[src/rtl/fetch_ctrl_if.sv]
// Fetch-side signal bundle: instruction-memory request/done handshake plus the decode interface.
// master = fetch_ctrl, slave = memory/decode environment.
interface fetch_ctrl_if;
  logic [15:0] imem_addr;
  logic        imem_rd;
  logic        imem_done;
  logic [15:0] imem_data;
  logic        stall_in;
  logic        redirect;
  logic [15:0] redirect_pc;
  logic        halt;
  logic        trap;
  logic        rti;
  logic [15:0] trap_epc;
  logic [15:0] instr;
  logic        instr_valid;
  logic [15:0] instr_pc;
  logic [15:0] instr_pc2;
  logic        halted;
  logic [15:0] epc;

  modport master (
    output imem_addr, imem_rd, instr, instr_valid, instr_pc, instr_pc2, halted, epc,
    input  imem_done, imem_data, stall_in, redirect, redirect_pc, halt, trap, rti, trap_epc
  );

  modport slave (
    input  imem_addr, imem_rd, instr, instr_valid, instr_pc, instr_pc2, halted, epc,
    output imem_done, imem_data, stall_in, redirect, redirect_pc, halt, trap, rti, trap_epc
  );
endinterface

[src/rtl/fetch_ctrl.sv]
// Instruction-fetch sequencer: PC register, request/done memory handshake, one-entry decode buffer.
// Optional trap entry/return is enabled by defining FETCH_TRAP_EN.
module fetch_ctrl #(
  parameter logic [15:0] RESET_PC = 16'h0000,
  parameter logic [15:0] TRAP_VEC = 16'h0002
) (
  input logic          clk,
  input logic          rst,
  fetch_ctrl_if.master bus
);

  typedef enum logic [1:0] {StRun, StWait, StDrain, StHalted} state_e;

  state_e      state_q, state_d;
  logic [15:0] pc_q, pc_d;
  logic [15:0] tgt_q, tgt_d;
  logic        tgt_pend_q, tgt_pend_d;
  logic [15:0] instr_q, instr_d;
  logic [15:0] instr_pc_q, instr_pc_d;
  logic [15:0] instr_pc2_q, instr_pc2_d;
  logic        instr_valid_q, instr_valid_d;
  logic        halt_pend_q, halt_pend_d;

  logic        redir;
  logic [15:0] redir_pc;
  logic        halt_pend;
  logic        can_issue;
  logic        rd;
  logic        capture;
  logic        active;
  logic        in_flight;
  logic [15:0] pc_inc;

  assign pc_inc    = pc_q + 16'd2;
  assign halt_pend = halt_pend_q | bus.halt;
  assign can_issue = !instr_valid_q || !bus.stall_in;
  assign active    = (state_q != StHalted);
  assign in_flight = (state_q == StWait) || (state_q == StDrain);

`ifdef FETCH_TRAP_EN
  logic [15:0] epc_q, epc_d;

  always_comb begin
    redir = bus.trap | bus.rti | bus.redirect;
    if (bus.trap) begin
      redir_pc = TRAP_VEC;
    end else if (bus.rti) begin
      redir_pc = epc_q;
    end else begin
      redir_pc = bus.redirect_pc;
    end
    epc_d = epc_q;
    if (active && bus.trap) begin
      epc_d = bus.trap_epc;
    end
  end

  always_ff @(posedge clk or posedge rst) begin
    if (rst) begin
      epc_q <= 16'h0000;
    end else begin
      epc_q <= epc_d;
    end
  end

  assign bus.epc = epc_q;
`else
  logic unused_trap;
  assign unused_trap = ^{bus.trap, bus.rti, bus.trap_epc, TRAP_VEC};
  assign redir       = bus.redirect;
  assign redir_pc    = bus.redirect_pc;
  assign bus.epc     = 16'h0000;
`endif

  // Sequencing: decides the request strobe and whether this cycle's completion is kept.
  always_comb begin
    state_d = state_q;
    rd      = 1'b0;
    capture = 1'b0;
    case (state_q)
      StRun: begin
        rd = can_issue && !redir && !halt_pend;
        if (halt_pend) begin
          state_d = StHalted;
        end else if (rd) begin
          if (bus.imem_done) begin
            capture = 1'b1;
          end else begin
            state_d = StWait;
          end
        end
      end
      StWait: begin
        rd = 1'b1;
        if (bus.imem_done) begin
          state_d = halt_pend ? StHalted : StRun;
          capture = !redir && !halt_pend;
        end else if (redir || halt_pend) begin
          state_d = StDrain;
        end
      end
      StDrain: begin
        rd = 1'b1;
        if (bus.imem_done) begin
          state_d = halt_pend ? StHalted : StRun;
        end
      end
      StHalted: begin
        state_d = StHalted;
      end
      default: begin
        state_d = StRun;
      end
    endcase
  end

  always_comb begin
    pc_d          = pc_q;
    tgt_d         = tgt_q;
    tgt_pend_d    = tgt_pend_q;
    instr_d       = instr_q;
    instr_pc_d    = instr_pc_q;
    instr_pc2_d   = instr_pc2_q;
    instr_valid_d = instr_valid_q;
    halt_pend_d   = halt_pend_q | bus.halt;

    if (capture) begin
      instr_d       = bus.imem_data;
      instr_pc_d    = pc_q;
      instr_pc2_d   = pc_inc;
      instr_valid_d = 1'b1;
      pc_d          = pc_inc;
    end else if (instr_valid_q && !bus.stall_in) begin
      instr_valid_d = 1'b0;
    end

    // imem_addr must stay on the outstanding request, so a redirect that lands
    // mid-request is parked in tgt_q and applied when the request completes.
    if (active && redir) begin
      instr_valid_d = 1'b0;
      if (in_flight && !bus.imem_done) begin
        tgt_d      = redir_pc;
        tgt_pend_d = 1'b1;
      end else begin
        pc_d       = redir_pc;
        tgt_pend_d = 1'b0;
      end
    end else if (in_flight && bus.imem_done && tgt_pend_q) begin
      pc_d       = tgt_q;
      tgt_pend_d = 1'b0;
    end

    if (halt_pend || (state_d == StHalted)) begin
      instr_valid_d = 1'b0;
    end
  end

  always_ff @(posedge clk or posedge rst) begin
    if (rst) begin
      state_q       <= StRun;
      pc_q          <= RESET_PC;
      tgt_q         <= RESET_PC;
      tgt_pend_q    <= 1'b0;
      instr_q       <= 16'h0800;
      instr_pc_q    <= 16'h0000;
      instr_pc2_q   <= 16'h0000;
      instr_valid_q <= 1'b0;
      halt_pend_q   <= 1'b0;
    end else begin
      state_q       <= state_d;
      pc_q          <= pc_d;
      tgt_q         <= tgt_d;
      tgt_pend_q    <= tgt_pend_d;
      instr_q       <= instr_d;
      instr_pc_q    <= instr_pc_d;
      instr_pc2_q   <= instr_pc2_d;
      instr_valid_q <= instr_valid_d;
      halt_pend_q   <= halt_pend_d;
    end
  end

  assign bus.imem_addr   = pc_q;
  assign bus.imem_rd     = rd && !rst;
  assign bus.instr       = instr_q;
  assign bus.instr_valid = instr_valid_q;
  assign bus.instr_pc    = instr_pc_q;
  assign bus.instr_pc2   = instr_pc2_q;
  assign bus.halted      = (state_q == StHalted);

endmodule

[src/flat_wrapper.sv]
// flat-port wrapper written by rule: the top's interface ports become plain ports
module fetch_ctrl_flat 
#(
  parameter logic [15:0] RESET_PC = 16'h0000,
  parameter logic [15:0] TRAP_VEC = 16'h0002
)
  (clk, rst, bus_imem_addr, bus_imem_rd, bus_instr, bus_instr_valid, bus_instr_pc, bus_instr_pc2, bus_halted, bus_epc, bus_imem_done, bus_imem_data, bus_stall_in, bus_redirect, bus_redirect_pc, bus_halt, bus_trap, bus_rti, bus_trap_epc);
  fetch_ctrl_if bus_i ();
  input logic clk;
  input logic rst;
  output wire logic [$bits(bus_i.imem_addr)-1:0] bus_imem_addr;
  output wire logic [$bits(bus_i.imem_rd)-1:0] bus_imem_rd;
  output wire logic [$bits(bus_i.instr)-1:0] bus_instr;
  output wire logic [$bits(bus_i.instr_valid)-1:0] bus_instr_valid;
  output wire logic [$bits(bus_i.instr_pc)-1:0] bus_instr_pc;
  output wire logic [$bits(bus_i.instr_pc2)-1:0] bus_instr_pc2;
  output wire logic [$bits(bus_i.halted)-1:0] bus_halted;
  output wire logic [$bits(bus_i.epc)-1:0] bus_epc;
  input wire logic [$bits(bus_i.imem_done)-1:0] bus_imem_done;
  input wire logic [$bits(bus_i.imem_data)-1:0] bus_imem_data;
  input wire logic [$bits(bus_i.stall_in)-1:0] bus_stall_in;
  input wire logic [$bits(bus_i.redirect)-1:0] bus_redirect;
  input wire logic [$bits(bus_i.redirect_pc)-1:0] bus_redirect_pc;
  input wire logic [$bits(bus_i.halt)-1:0] bus_halt;
  input wire logic [$bits(bus_i.trap)-1:0] bus_trap;
  input wire logic [$bits(bus_i.rti)-1:0] bus_rti;
  input wire logic [$bits(bus_i.trap_epc)-1:0] bus_trap_epc;
  assign bus_imem_addr = bus_i.imem_addr;
  assign bus_imem_rd = bus_i.imem_rd;
  assign bus_instr = bus_i.instr;
  assign bus_instr_valid = bus_i.instr_valid;
  assign bus_instr_pc = bus_i.instr_pc;
  assign bus_instr_pc2 = bus_i.instr_pc2;
  assign bus_halted = bus_i.halted;
  assign bus_epc = bus_i.epc;
  assign bus_i.imem_done = bus_imem_done;
  assign bus_i.imem_data = bus_imem_data;
  assign bus_i.stall_in = bus_stall_in;
  assign bus_i.redirect = bus_redirect;
  assign bus_i.redirect_pc = bus_redirect_pc;
  assign bus_i.halt = bus_halt;
  assign bus_i.trap = bus_trap;
  assign bus_i.rti = bus_rti;
  assign bus_i.trap_epc = bus_trap_epc;
  fetch_ctrl #(.RESET_PC(RESET_PC), .TRAP_VEC(TRAP_VEC)) u_core (.clk(clk), .rst(rst), .bus(bus_i));
endmodule
[config.mk]
export PLATFORM = sky130hd
export DESIGN_NAME = fetch_ctrl_flat
export DESIGN_NICKNAME = d
export VERILOG_FILES = /design/src/rtl/fetch_ctrl_if.sv /design/src/rtl/fetch_ctrl.sv /design/src/flat_wrapper.sv
export SDC_FILE = /design/constraint.sdc
export NUM_CORES = 1
export LEC_CHECK = 0
export CAP_MARGIN = 20
export CORE_MARGIN = 4
export CORE_UTILIZATION = 30
export CTS_BUF_LIST = sky130_fd_sc_hd__clkbuf_8
export DETAILED_ROUTE_END_ITERATION = 7
export PLACE_DENSITY = 0.69
export SETUP_SLACK_MARGIN = 0.4
export SYNTH_ARGS = -nofsm -noshare
export SYNTH_HDL_FRONTEND = slang
export SYNTH_SLANG_ARGS = --single-unit
[constraint.sdc]
create_clock -name clk -period 2.7 [get_ports clk]
set_clock_uncertainty 0.05 [all_clocks]
set_input_delay 0.27 -clock clk [delete_from_list [all_inputs] [get_ports clk]]
set_output_delay 0.27 -clock clk [all_outputs]
set_load 0.01 [all_outputs]
==> summary.txt <==
Pwr
  • Peak supply drop: 0.000397 V
  • Pwr Density: 776 nW/µm²
  • Leak: 2.34 nW

Worst setup path
  • Origin of the worst setup path: bus_imem_done
  • Family with the most delay on the worst path: buffers and inverters
  • RR Startpoint: u_core.state_q[1]
  • CP Buf/Inv Count: 2
  • Reg2reg setup slack: 0.53 ns
  • Critical path arrival: 2.38 ns
  • Worst Path Required: 2.88 ns
  • Cell Chain, Critical Path: clkdlybuf4s50_1, nor4b_2, o21a_2, buf_4, nand2_1, o21a_1
  • Worst path slowest cell: clkdlybuf4s50_1
  • Crit-path max cell delay: 0.68 ns
  • Startpoint Class: primary input
  • CP Capture Type: flip-flop
  • Worst-path fanout max: 20
  • Critical path class: primary input to flip-flop

Drt
  • M1 WL: 4.26 mm
  • Detailed Routing Iterations Pass 1: 4
  • Via count: 3111
  • Wire per inst: 14.7 µm
  • Via/cell ratio: 4.55
  • Post-DRT Antenna Nets: 0
  • DRC violations left: 0
  • Met3 wire length: 778 µm
  • WL met2: 4.88 mm
  • Top routing layer used: met4
  • WL final: 10.0 mm
  • Initial DRC Count: 214

Floorplan
  • Starting density of the core: 0.310
  • Core area: 12800 µm²
  • IO Count: 139
  • Num rows: 41
  • Die Span Y: 123 µm
  • Die X: 123 µm
  • Die area: 15100 µm²

Global route
  • Initial antenna violation count: 0
  • First-pass GRT wire length: 15.8 mm
  • Gr usage total: 0.134
  • Pin count of the biggest net entering global routing: 48
  • Vias in the first global route: 3031
  • Grt ovf: 0

Clock tree
  • Maximum clock path buffer count: 2
  • Post-CTS setup buffers: 0
  • Number of H-tree levels: 3
  • CTS tree: done
  • Clock Sinks: 84
  • Clk root buf: clkbuf_8
  • Clock Pin Slew Worst Setup and Hold Paths: 0.08 ns
  • Clk_lat worst skew: 0.35 ns
  • Total CTS buffers: 9

STA
  • Clock period minus final worst setup slack: 2.19 ns
  • RSZ-0062 raised after global routing: true
  • Part of the cycle the worst path needs: 0.813
  • Endpoints failing setup: 0
  • Max-Slew Margin vs Limit: 0.425
  • Final slew viol count: 0
  • Slew at the pin closest to its max-slew limit: 0.859 ns
  • Final hold vios: 0
  • Setup TNS Final: 0 ns
  • FMAX: 0.456 GHz

Placed design
  • GP Congestion: 0.890
  • Buffers on Ports: 104
  • Dpl hpwl: 7.40 mm

Logic synthesis
  • Synth Cell Area: 3970 µm²
  • Sequential area share after synthesis: 0.530
  • Synthesis Warnings: 0
  • Synth Area per Inst: 9.67 µm²
  • Top-area cell type share of the netlist area: 0.524
  • Unique masters post-synth: 39
  • FF+latch count, synth: 84
  • Synth Instances: 410
  • Top post-synthesis cells by area: dfrtp_1 52%, nand2_1 11%, mux2_2 4.5%
  • Area leader, netlist: dfrtp_1
  • Cell with the most instances after synthesis: nand2_1
  • Commonest cells in the netlist: 119 x nand2_1, 83 x dfrtp_1, 23 x o21ai_0
  • Post-synth EDFFs: 0
  • Most used DFF post-synth: dfrtp_1
  • Async set or reset register ratio after synthesis: 1.00

Finish
  • Final nets: 569
  • Antenna cells: 0
  • Area taken by multi-input logic gates: 1650 µm²
  • Fraction of layout instances using a drive strength above 1: 0.0957
  • Storage cell area: 2100 µm²
  • Area growth syn-to-layout: 34.4%
  • Fill cells: 1238
  • Final core utilization: 0.417

Run
  • # Max-Cap Violations: 0

Status
  • Status: finished, final reports clean

Min path
  • HP Class: primary input to async pin
==> cells in the final DEF (no fill, tap or decap), types with 6 or more instances in the layout <==
cell / instances
buf_4: 7
conb_1: 16
inv_1: 11
clkbuf_8: 9
a22oi_1: 16
clkdlybuf4s50_1: 103
nand3_1: 12
xnor2_1: 11
xor2_1: 15
mux2_2: 16
o21ai_0: 22
nor3_1: 6
ha_1: 6
nor2_1: 11
o21ai_1: 9
nand2_1: 119
dfrtp_1: 83
==> layout make-up <==
class | instances | area share
Inverter | 10 | 0.00775
Sequential cell | 84 | 0.395
Multi-Input combinational cell | 289 | 0.309
Clock buffer | 9 | 0.0233
Timing Repair Buffer | 113 | 0.213
Clock inverter | 7 | 0.0113
Tap cell | 172 | 0.0404
==> power breakdown <==
part	switching (mW)	total (mW)	internal (mW)
registers	0.317	1.85	1.54
logic	0.681	1.43	0.747
clock network	0.436	0.852	0.416
total	1.43	4.13	2.70
==> worst register-to-register path: stages (launching register included) <==
cell	delay [ns]
dfrtp_1	0.43
inv_1	0.11
ha_1	0.20
a21boi_4	0.15
o21ai_4	0.68
nor2_1	0.15
xnor2_1	0.18
o21ai_0	0.09
==> path summary, 6_finish.rpt <==
path	to	depth (start not counted)
max in group asynchronous	u_core.bus.instr[11]	3
worst min-delay path	u_core.state_q[0]	2
min in group clk	u_core.bus.instr[11]	3
worst max register to register	u_core.bus.imem_addr[5]	7
worst max-delay path	u_core.bus.instr_pc2[1]	6
worst min register to register	u_core.bus.instr[11]	2
==> per-layer routing <==
metal,up-vias,GRT usage
li1,1517,-
met1,1472,0.172
met2,108,0.218
met3,14,0.0453
met4,0,0.0329
met5,-,0
==> kinds of logic (layout without fill, tap and decap cells) <==
family	after synthesis	count (layout)	share of synthesized area
other	1	16	0.000946
XOR/XNOR	26	26	0.0574
buffers and inverters	52	139	0.0742
flip-flops	84	84	0.530
AO/OA/AOI/OAI	62	62	0.0956
AND/OR/NAND/NOR	163	163	0.177
multiplexers	16	16	0.0454
adder cells (fa/ha/maj)	6	6	0.0189
==> through the flow <==
stage / power [mW] / cells / worst slack (ns) / hold WS, ns / cell area (µm²)
6_report: 4.13 / 684 / 0.506 / 0.169 / 5330
5_1_grt: 4.41 / 684 / 0.313 / 0.175 / 5330
4_1_cts: 4.18 / 684 / 0.204 / 0.167 / 5320
3_5_place_dp: 3.30 / 668 / 0.0981 / 0.403 / 5130
3_3_place_gp: 3.23 / 668 / 0.201 / 0.398 / 5130
2_1_floorplan: 2.71 / 425 / 0.711 / 0.303 / 4030
==> registers in the layout, indices dropped and copies added (netlist names) <==
name,cells
u_core.bus.instr_pc,15
u_core.bus.imem_addr,16
u_core.bus.instr,16
u_core.state_q,2
u_core.tgt_pend_q,1
u_core.halt_pend_q,1
u_core.bus.instr_pc2,16
u_core.tgt_q,16
u_core.bus.instr_valid,1
==> what timing repair did <==
action	in CTS	in global routing
setup endpoints to repair	18	18
hold buffers	0	0
gates resized for setup	3	3
pin swaps	0	0
(Power assumes the default switching activity.)
